$ cat src/rtl/galois_pkg.sv
// Shared constants, stage-1 payload layout and the operand range test for the q=1213 datapath.
package galois_pkg;

  localparam int unsigned Q_1213  = 1213;
  localparam int unsigned W_1213  = 11;
  localparam int unsigned PW_1213 = 21;

  // b is split at bit 6 so each partial product is a narrow multiply.
  localparam int unsigned B_SPLIT = 6;
  localparam int unsigned PL_W    = 17;
  localparam int unsigned PH_W    = 16;

  localparam logic [W_1213-1:0] Q_1213_W = 11'd1213;

  typedef struct packed {
    logic [W_1213-1:0] a;
    logic [W_1213-1:0] b;
    logic [PL_W-1:0]   pl;
    logic [PH_W-1:0]   ph;
  } s1_t;

  function automatic logic in_range_1213(input logic [W_1213-1:0] x);
    return x < Q_1213_W;
  endfunction

endpackage

$ cat src/rtl/premul_stage_reg.sv
// One pipeline stage: a valid bit plus a data word, loaded only when the stage advances.
module premul_stage_reg #(
  parameter int unsigned DW = 8
) (
  input  logic          clk,
  input  logic          rst_n,
  input  logic          adv,
  input  logic          d_valid,
  input  logic [DW-1:0] d,
  output logic          q_valid,
  output logic [DW-1:0] q
);

  // NOTE: non-blocking assignments keep every stage sampling pre-edge values, so stages shift together.
  always_ff @(posedge clk) begin
    if (!rst_n) begin
      q_valid <= 1'b0;
      // NOTE: the data word is reset too, because the visible product must read zero after reset.
      q       <= '0;
    end else if (adv) begin
      q_valid <= d_valid;
      if (d_valid) q <= d;
    end
  end

endmodule

$ cat src/rtl/premul_for_1213.sv
// Two-stage a*b front end for the q=1213 Barrett reducer, valid/ready on both sides.
// Optional operand range checking is enabled by defining PREMUL_RANGE_CHECK_EN.
module premul_for_1213
  import galois_pkg::*;
(
  input  logic               clk,
  input  logic               rst_n,
  input  logic               in_valid,
  output logic               in_ready,
  input  logic [W_1213-1:0]  in_a,
  input  logic [W_1213-1:0]  in_b,
  output logic               out_valid,
  input  logic               out_ready,
  output logic [PW_1213-1:0] out_p,
  output logic               err_pulse,
  output logic [15:0]        err_count
);

  logic               adv1, adv2;
  logic               in_fire;
  logic               pair_ok;
  logic               s1_valid, s2_valid;
  s1_t                s1_d, s1_q;
  logic [PW_1213-1:0] s2_d;

  // A stage may load whenever the stage below it is empty or draining.
  assign adv2     = !s2_valid || out_ready;
  assign adv1     = !s1_valid || adv2;
  assign in_ready = adv1 && rst_n;
  assign in_fire  = in_valid && in_ready;

  // NOTE: every field gets a value on every path, so no latch is inferred.
  always_comb begin
    s1_d.a  = in_a;
    s1_d.b  = in_b;
    s1_d.pl = PL_W'(in_a) * PL_W'(in_b[B_SPLIT-1:0]);
    s1_d.ph = PH_W'(in_a) * PH_W'(in_b[W_1213-1:B_SPLIT]);
  end

  premul_stage_reg #(.DW($bits(s1_t))) u_s1 (
    .clk     (clk),
    .rst_n   (rst_n),
    .adv     (adv1),
    .d_valid (in_fire && pair_ok),
    .d       (s1_d),
    .q_valid (s1_valid),
    .q       (s1_q)
  );

  // Recombine the partials; the top bit of ph only matters for out-of-range operands.
  assign s2_d = PW_1213'(s1_q.pl) + PW_1213'({s1_q.ph, {B_SPLIT{1'b0}}});

  premul_stage_reg #(.DW(PW_1213)) u_s2 (
    .clk     (clk),
    .rst_n   (rst_n),
    .adv     (adv2),
    .d_valid (s1_valid),
    .d       (s2_d),
    .q_valid (s2_valid),
    .q       (out_p)
  );

  assign out_valid = s2_valid;

  // The registered operands are kept for visibility only.
  logic unused_s1_bits;
  assign unused_s1_bits = ^{s1_q.a, s1_q.b};

`ifdef PREMUL_RANGE_CHECK_EN
  // A bad pair is still consumed, but enters S1 as a bubble.
  assign pair_ok = in_range_1213(in_a) && in_range_1213(in_b);

  always_ff @(posedge clk) begin
    if (!rst_n) begin
      err_pulse <= 1'b0;
      err_count <= '0;
    end else begin
      err_pulse <= in_fire && !pair_ok;
      if (in_fire && !pair_ok && err_count != 16'hFFFF) err_count <= err_count + 16'd1;
    end
  end
`else
  assign pair_ok   = 1'b1;
  assign err_pulse = 1'b0;
  assign err_count = '0;
`endif

endmodule

$ cat config.mk
export PLATFORM = sky130hd
export DESIGN_NAME = premul_for_1213
export DESIGN_NICKNAME = d
export VERILOG_FILES = /design/src/rtl/galois_pkg.sv /design/src/rtl/premul_stage_reg.sv /design/src/rtl/premul_for_1213.sv
export SDC_FILE = /design/constraint.sdc
export NUM_CORES = 1
export LEC_CHECK = 0
export ABC_AREA = 1
export BUFFER_PORTS_ARGS = -buffer_cell sky130_fd_sc_hd__clkbuf_2
export CORE_MARGIN = 5
export CORE_UTILIZATION = 44
export DETAILED_ROUTE_END_ITERATION = 16
export GPL_ROUTABILITY_DRIVEN = 0
export SETUP_SLACK_MARGIN = 0.4
export SYNTH_ARGS = -nofsm -noshare
export SYNTH_HDL_FRONTEND = slang
export SYNTH_HIERARCHICAL = 1
export SYNTH_SLANG_ARGS = --single-unit
$ cat constraint.sdc
create_clock -name clk -period 3.61 [get_ports clk]
set_clock_uncertainty 0.1 [all_clocks]
set_input_delay 0.722 -clock clk [delete_from_list [all_inputs] [get_ports clk]]
set_output_delay 0.722 -clock clk [all_outputs]
set_load 0.02 [all_outputs]
==> metrics <==
clk_lat worst skew=0.29 ns; min-delay worst type=flip-flop to flip-flop; cts hold-fix bufs=0; worst path required time=3.71 ns; Max Cap Viol=0; fin crit share=95.10%; final core occ=59.42%; cell area after synthesis=7232 um^2; DIE WIDTH=138.2 um; Reg-to-Reg Start=u_s1/q[0]; core area=16,000 um^2; number of hold violations in the final report=0; Rel. slew slack=63.64%; clock sink count=55; htree depth=2; mean routed wirelength per cell=11.92 um; worst reg2reg path depth=11; CTS tree=built; Critical Path AT=3.53 ns; Crit Path Category=input pin to flip-flop; Worst Hold Endpoint=u_s2/q[1]; Multi-input gate area=5678 um^2; starting density of the core=45.20%; Layout Nets=1,398; final wirelength=17,450 um; WHS Path Cells=2; P_leak=0.005588 uW; First DRT Iteration DRCs=233; worst-margin pin slew=0.5454 ns; FF+latch area=1101 um^2; first-pass GRT wire length=29,080 um; die span in y=138.2 um; power density over the cells=426.1 nW/um^2; setup violators final=0; row cnt=46; Syn Inst Count=1,157; Worst-path clk slew=0.07 ns; DRC violations left=0; Inserted Clock Buffers=5; Final Cell Area=9508 um^2; vias in the first global route=6,060; dpl hpwl=12,960 um; Pre-Repair DR Iteration Count=5; Hold Startpoint=u_s1/q[17]; largest net degree at the start of global routing=56; worst r2r dst=u_s2/q[20]; status=finished, final reports clean; Worst setup EP type=flip-flop; DP Area=8247 um^2; Yosys warnings=6; layout cells sized above 1=26.76%; syn_area_per_cell=6.251 um^2; antenna cells=0; RSZ-0062 raised after global routing=true; Clock Path Buffers=2; min Tclk post-route=3.433 ns; Root Driver=clkbuf_16; critical path peak fanout=6; reg-to-reg setup timing slack=1.66 ns; fillers=1,542; initial antenna violation count=0; area added between synthesis and finish=31.47%; vias per cell=4.432; Max VDD drop=232.7 uV; buffers added on ports=48; crit path launch type=input pin; Total GRT Usage=17.90%; routed vias=6,489; I/O pin count=66; global route overflow=0; Antenna Violating Nets Remaining=0; Slew Limit Fails=0; max frequency=291.3 MHz; Die ar.=19,100 um^2
[per-stage QoR]
stage	setup TNS (ns)	worst slack [ns]	power [uW]	hold slack, ns	cells
5_1_grt	0	0.05437	4414	0.4093	1464
3_5_place_dp	-4.438	-0.2796	3020	0.3739	1437
4_1_cts	0	0.2152	3851	0.3933	1458
3_3_place_gp	-3.995	-0.2582	3015	0.3697	1437
2_1_floorplan	0	0.07504	2434	0.3550	1173
6_report	0	0.1767	4051	0.3899	1464
[power by group]
part | total (uW) | internal [uW] | leakage, uW | switching, uW
Clock | 489 | 263 | 0.0000719 | 226
Sequential | 697 | 660 | 0.000452 | 36.6
Combinational | 2860 | 1310 | 0.00506 | 1560
Total | 4050 | 2230 | 0.00559 | 1820
[cell type report]
| cell class | count | share of cell area, % |
|---|---|---|
| multi-input combinational | 787 | 59.72 |
| timing repair buffer | 127 | 13.55 |
| sequential | 55 | 11.58 |
| inverter | 271 | 10.70 |
| tap | 216 | 2.842 |
| clock buffer | 5 | 1.316 |
| clock inverter | 3 | 0.2895 |
[state kept, by name, summed over array words and instances (netlist names)]
| signal | flops |
|---|---|
| u_s1/q_valid | 1 |
| u_s2/q | 21 |
| u_s1/q | 32 |
| u_s2/q_valid | 1 |
[cell usage in the layout, fill, tap and decap left out, drive strengths merged]
master,count
a21boi,2
a21oi,18
and2,2
buf,75
clkbuf,57
clkinv,1
clkinvlp,1
conb,17
dfxtp,55
fa,65
ha,60
inv,272
nand2,404
nand3,38
nand4,9
nor2,145
nor3,3
o21bai,3
or2,1
xnor2,8
xor2,12
[worst max-delay path, stage by stage]
cell and delay, ns:
clkbuf_16 0.14, nand2_4 0.05, fa_1 0.57, fa_1 0.45
fa_1 0.56, inv_2 0.05, ha_4 0.27, buf_4 0.14
nand3_2 0.07, nand3_4 0.09, buf_6 0.13, xor2_1 0.15
nor2_1 0.09, nor2_1 0.04
[timing repair]
| item | in CTS | in global routing |
|---|---|---|
| hold endpoints to repair | 0 | 0 |
| gates resized for setup | 143 | 71 |
| setup buffers | 5 | 4 |
| cloned | 8 | 2 |
| pin swaps | 98 | 98 |
| endpoints found under the setup margin | 23 | 22 |
[how the worst max path moves through the flow]
stage / startpoint / end / cells after the start
2_1_floorplan: in_a[9] / u_s1/q[32] / 16
3_3_place_gp: in_a[7] / u_s1/q[31] / 14
3_5_place_dp: in_a[7] / u_s1/q[31] / 14
4_1_cts: in_a[8] / u_s1/q[31] / 17
5_1_grt: in_b[0] / u_s1/q[30] / 16
6_report: in_b[0] / u_s1/q[22] / 14
[metal layers]
metal	GRT usage, %	routed length, um
met5	0	0
met4	4.680	446
met3	1.966	635
met2	30.19	8204
met1	24.56	8159
Note: power is estimated with default switching activity, not from simulation.
